<file path="src/rtl/grf_bypass_sb.sv">
//==============================================================================
// Module      : grf_bypass_sb
// Description : Parametrised MIPS register file with write-to-read bypass and
//               per-register pending scoreboard. Optional write trace under
//               the GRF_TRACE_EN macro.
// Revision    : 1.0 - initial release
//==============================================================================
`default_nettype none

module grf_bypass_sb #(
   parameter int DATA_W = 32,
   parameter int ADDR_W = 5,
   parameter int NRD    = 2,
   parameter int CNT_W  = 32
) (
   input  logic                    clk,
   input  logic                    rst,
   input  logic [NRD*ADDR_W-1:0]   rd_addr,
   output logic [NRD*DATA_W-1:0]   rd_data,
   output logic [NRD-1:0]          rd_pending,
   input  logic                    we,
   input  logic [ADDR_W-1:0]       wr_addr,
   input  logic [DATA_W-1:0]       wr_data,
   input  logic [31:0]             wr_pc,
   input  logic                    issue_en,
   input  logic [ADDR_W-1:0]       issue_addr,
   output logic [CNT_W-1:0]        wr_count
);

   localparam int c_DEPTH = 2**ADDR_W;

   logic [DATA_W-1:0]  r_regs [c_DEPTH];
   logic [c_DEPTH-1:0] r_pend;
   logic [CNT_W-1:0]   r_wr_count;

   logic w_wr_commit;
   logic w_issue;

   assign w_wr_commit = we && (wr_addr != '0);
   assign w_issue     = issue_en && (issue_addr != '0);

   always_ff @(posedge clk) begin
      if (rst) begin
         for (int i = 0; i < c_DEPTH; i++) begin
            r_regs[i] <= '0;
         end
         r_pend     <= '0;
         r_wr_count <= '0;
      end else begin
         if (w_wr_commit) begin
            r_regs[wr_addr]  <= wr_data;
            r_pend[wr_addr]  <= 1'b0;
            r_wr_count       <= r_wr_count + CNT_W'(1);
         end
         // Issue is applied after the clear so a same-address issue keeps the bit set.
         if (w_issue) begin
            r_pend[issue_addr] <= 1'b1;
         end
      end
   end

   assign wr_count = r_wr_count;

   generate
      for (genvar k = 0; k < NRD; k++) begin : g_rd
         logic [ADDR_W-1:0] w_addr;
         logic              w_nonzero;
         logic              w_hit;

         assign w_addr    = rd_addr[k*ADDR_W +: ADDR_W];
         assign w_nonzero = (w_addr != '0);
         assign w_hit     = we && (wr_addr == w_addr);

         always_comb begin
            rd_data[k*DATA_W +: DATA_W] = '0;
            if (w_nonzero) begin
               rd_data[k*DATA_W +: DATA_W] = w_hit ? wr_data : r_regs[w_addr];
            end
         end

         // The retiring write's clear is visible to consumers in the same cycle.
         assign rd_pending[k] = w_nonzero & r_pend[w_addr] & ~w_hit;
      end
   endgenerate

`ifdef GRF_TRACE_EN
   always_ff @(posedge clk) begin
      if (!rst && w_wr_commit) begin
         $display("@%h: $%d <= %h", wr_pc, wr_addr, wr_data);
      end
   end
`else
   logic w_unused_pc;
   assign w_unused_pc = ^wr_pc;
`endif

endmodule

`default_nettype wire
</file>
<file path="config.mk">
export PLATFORM = sky130hd
export DESIGN_NAME = grf_bypass_sb
export DESIGN_NICKNAME = d
export VERILOG_FILES = /design/src/rtl/grf_bypass_sb.sv
export SDC_FILE = /design/constraint.sdc
export NUM_CORES = 2
export LEC_CHECK = 0
export CAP_MARGIN = 20
export CORE_MARGIN = 1.5
export CORE_UTILIZATION = 50
export CTS_BUF_LIST = sky130_fd_sc_hd__clkbuf_4
export DETAILED_ROUTE_END_ITERATION = 16
export PLACE_DENSITY = 0.67
export SYNTH_ARGS = -nofsm -noshare
export SYNTH_HDL_FRONTEND = slang
export SYNTH_SLANG_ARGS = --single-unit
</file>
<file path="constraint.sdc">
create_clock -name clk -period 4.95 [get_ports clk]
set_input_delay 0.99 -clock clk [delete_from_list [all_inputs] [get_ports clk]]
set_output_delay 0.99 -clock clk [all_outputs]
set_load 0.02 [all_outputs]
</file>
==> results.sh <==
export IMPL_p_comb_share_pct=14.2
export IMPL_rows=124
export IMPL_grt_first_pass_wirelength_um=296000
export IMPL_tritoncts_clock_tree="done"
export IMPL_path_cells="clkdlybuf4s50_1 > buf_12 > buf_4 > or2_2 > or4_1 > buf_4 > o21ai_0 > a21oi_1 > buf_4 > clkdlybuf4s50_1"
export IMPL_grt_usage_pct=35.7
export IMPL_vias_per_cell=6.85
export IMPL_clock_path_buffers=4
export IMPL_fp_dieH_um=344
export IMPL_cpMostUsedCell="buf_4"
export IMPL_outcome="completed"
export IMPL_drt_pre_antenna_iters=8
export IMPL_dpl_cell_count=5682
export IMPL_critical_path_required_ns=3.96
export IMPL_grt_start_max_net_pins=56
export IMPL_number_of_endpoints_failing_setup_at_the_final_stage=0
export IMPL_hold_path_depth=1
export IMPL_crit_path_max_fanout=15
export IMPL_synthesized_area_um2=58200
export IMPL_post_synth_top_area_fraction_pct=52.8
export IMPL_io_buffer_count=153
export IMPL_power_switching_fraction_pct=26.8
export IMPL_final_setup_skew_ns=0.0488
export IMPL_nature_of_the_critical_path_startpoint="input pin"
export IMPL_fraction_of_layout_cells_with_a_size_suffix_above_1_pct=31.6
export IMPL_most_common_layout_cells="edfxtp_1 (1024), and2_1 (874), mux4_2 (489)"
export IMPL_use_met3_pct=11.3
export IMPL_finish_utilization_pct=58.8
export IMPL_power_report_internal_total_uw=16300
export IMPL_critical_path_reg2reg_endpoint="wr_count[18]$_SDFFE_PP0N_"
export IMPL_p_switching_uw=5960
export IMPL_hold_path_class="in -> reg"
export IMPL_detailedPlacementHpwl_um=133000
export IMPL_max_stage_delay_ns=0.55
export IMPL_grt_ovfl_total=0
export IMPL_routed_wire_length_per_instance_um=34.0
export IMPL_final_min_period_over_clock_period_pct=98.9
export IMPL_floorplan_die_width_um=344
export IMPL_area_delta_synth_final_pct=16.1
export IMPL_path_class="in -> out"
export IMPL_place_congestion=0.910
export IMPL_clk_lat_worst_skew_ns=1.24
export IMPL_fin_crit_ns=4.90
export IMPL_cpMaxStageDelayCell="or4_1"
export IMPL_irDropWorstVdd_mv=0.185
export IMPL_power_frac_seq_pct=48.5
export IMPL_async_flop_share_pct=0
export IMPL_power_density_nw_per_um2=330
export IMPL_timing_hold_worst_endpoint="r_regs[0][12]$_SDFFCE_PN0P_"
export IMPL_grt_busiest_layer="met2"
export IMPL_power_clock_fraction_pct=37.3
export IMPL_grt_pass1_vias=41683
export IMPL_yosys_register_bits=1088
export IMPL_post_synth_top_area_cell="edfxtp_1"
export IMPL_final_count_of_hold_timing_violations=0
export IMPL_core_area_um2=115000
export IMPL_drcViolationCount=0
export IMPL_clock_sinks=1088
export IMPL_detail_route_antenna_nets=0
export IMPL_synth_cells=4059
export IMPL_min_delay_start="rst"
export IMPL_clock_transition_at_the_registers_of_the_reported_paths_ns=0.06
export IMPL_design_final_nets=4579
export IMPL_timing_reg2reg_worst_path_depth=6
export IMPL_synth_edff_count=1024
export IMPL_crit_path_end_kind="primary output"
export IMPL_max_clock_freq_ghz=0.204
export IMPL_synth_top_cells_by_area="edfxtp_1 (53%), mux4_2 (19%), and2_1 (9.4%), dfxtp_1 (2.2%), clkbuf_1 (1.7%)"
export IMPL_p_leak_uw=0.0236
export IMPL_mostFrequentLayoutCell="edfxtp_1"
export IMPL_grtUsageMet2_pct=53.0
export IMPL_post_layout_nonfiller_instances=6210
export IMPL_max_cap_violations=0
export IMPL_clock_h_tree_levels=5
export IMPL_synth_flop_cell="edfxtp_1"
export IMPL_family_of_cells_with_the_greatest_summed_delay_on_the_critical_path="buffers and inverters"
export IMPL_design_die_area_um2=118000
export IMPL_cts_hold_buffers=0
export IMPL_detailedRoute_firstIterationViolations=7373
export IMPL_use_met1_pct=47.3
export IMPL_final_slew_viol_count=0
export IMPL_timing_critical_path_buf_inv=6
export IMPL_synth_seq_area_share_pct=55.0
export IMPL_via_count=42525
export IMPL_starting_density_of_the_core_pct=50.7
export IMPL_finalWirelength_um=211000
export IMPL_worst_slew_pin_slew_ns=1.15
export IMPL_critPathArrivalTime_ns=3.91
export IMPL_cts_buffers=315
export IMPL_rsz_0062_raised_after_global_routing="false"
export IMPL_grt_antenna_before_repair=23
export IMPL_clk_root_buffer_cell="clkbuf_4"
export IMPL_ys_types=68
export IMPL_r2r_start="wr_count[0]$_SDFFE_PP0N_"
export IMPL_worst_r2r_setup_slack_ns=3.17
export IMPL_synth_area_per_cell_um2=14.3
export IMPL_timing_slew_headroom_pct=23.2
export IMPL_io_pins=186
export IMPL_synth_warning_count=0
[power groups by stage]
stage / sequential (uW) / clock [uW] / combinational (uW)
3_3_place_gp: 10900 / 0 / 3050
3_5_place_dp: 11000 / 0 / 3070
4_1_cts: 10800 / 8390 / 3080
2_1_floorplan: 10900 / 0 / 1790
5_1_grt: 10800 / 8860 / 3230
6_report: 10800 / 8310 / 3160
[metal layers]
metal | wire (um) | vias to the layer above | share of wire, %
met5 | 27 | - | 0.013
met4 | 12000 | 4 | 5.7
met3 | 31000 | 680 | 15
met1 | 74700 | 21325 | 35
li1 | - | 16782 | -
met2 | 93700 | 3734 | 44
[how the worst max path moves through the flow]
stage                     depth (start not counted)           to  slack, ns        from
after global placement                            8  rd_data[25]      -0.03  rd_addr[4]
after global routing                              9  rd_data[55]      0.003  wr_addr[3]
after floorplan                                   7  rd_data[55]       1.06  rd_addr[8]
after CTS                                        10  rd_data[16]       0.03  rd_addr[4]
after detailed placement                         11  rd_data[12]      -0.03  wr_addr[0]
final                                            10  rd_data[22]       0.05  rd_addr[4]
[repair_timing]
item | 4_1_cts | 5_1_grt
endpoints found under the setup margin | 4 | 10
resized for setup | 4 | 10
buffers inserted | 0 | 3
pin swaps | 0 | 1
[sequential cells by signal (all words and copies together) (netlist names)]
register	cells
r_regs	1024
r_pend	32
wr_count	32
[worst register-to-register path: stages (launching register included)]
cell and delay, ns:
dfxtp_1 0.40, ha_1 0.19, and3_1 0.22, o311ai_2 0.23, nor4_1 0.40, xnor2_1 0.16
nor2_1 0.05
[per-stage QoR]
| stage | hold WS [ns] | total power, uW | area, um2 | setup TNS (ns) | setup slack [ns] |
|---|---|---|---|---|---|
| detailed placement | 0.474 | 14100 | 63600 | -0.0613 | -0.0319 |
| global placement | 0.465 | 14000 | 63600 | -0.0305 | -0.0254 |
| finish | 0.206 | 22300 | 67500 | 0 | 0.0532 |
| global route | 0.159 | 22900 | 67500 | 0 | 0.00273 |
| floorplan | 0.451 | 12700 | 58300 | 0 | 1.06 |
| CTS | 0.105 | 22300 | 67400 | 0 | 0.0307 |
[synthesized netlist by cell type, drive strengths merged (3+ instances only)]
cell and n:
o211ai 12, a31oi 6, a211oi 5, and3b 4, and4 4, nand3b 7
nor2b 15, buf 150, a21o 30, o31ai 3, mux4 489, o211a 9
mux2i 60, a221oi 20, a21oi 38, nand2b 14, nor3 158, nor2 106
o21ai 61, nor4 24, inv 45, or3b 5, or4 21, dfxtp 64
o22a 8, and3 6, nand4 14, nand4b 3, xnor2 17, clkbuf 267
or3 11, or2 8, nand3 49, nor4bb 4, edfxtp 1024, nor3b 12
nand2 82, a221o 3, a22oi 59, o22ai 150, mux2 47, and2 875
a22o 17, xor2 21, o221ai 22
[final cells by class]
cell class | count | area (um2)
multi-input cells | 2540 | 24400
flip-flops and latches | 1088 | 32000
diodes | 7 | 17.5
clock inverters | 68 | 410
inverters | 45 | 169
well taps | 1512 | 1890
clock buffers | 450 | 3380
repair buffers | 500 | 5250
fillers | 9029 | 47300
[cells by family (layout without fill, tap and decap cells)]
| logic type | count (synthesis) | count (layout) | synth area share [%] |
|---|---|---|---|
| xor+xnor | 38 | 38 | 0.572 |
| simple gates | 1422 | 1422 | 14.4 |
| fa+ha+maj | 1 | 1 | 0.0215 |
| other cells | 1 | 39 | 0.00644 |
| flops | 1088 | 1088 | 55.0 |
| buf+inv | 462 | 1063 | 3.81 |
| mux | 596 | 596 | 20.9 |
| compound gates | 451 | 451 | 5.29 |
No activity file was read; power rests on OpenSTA's default activity.
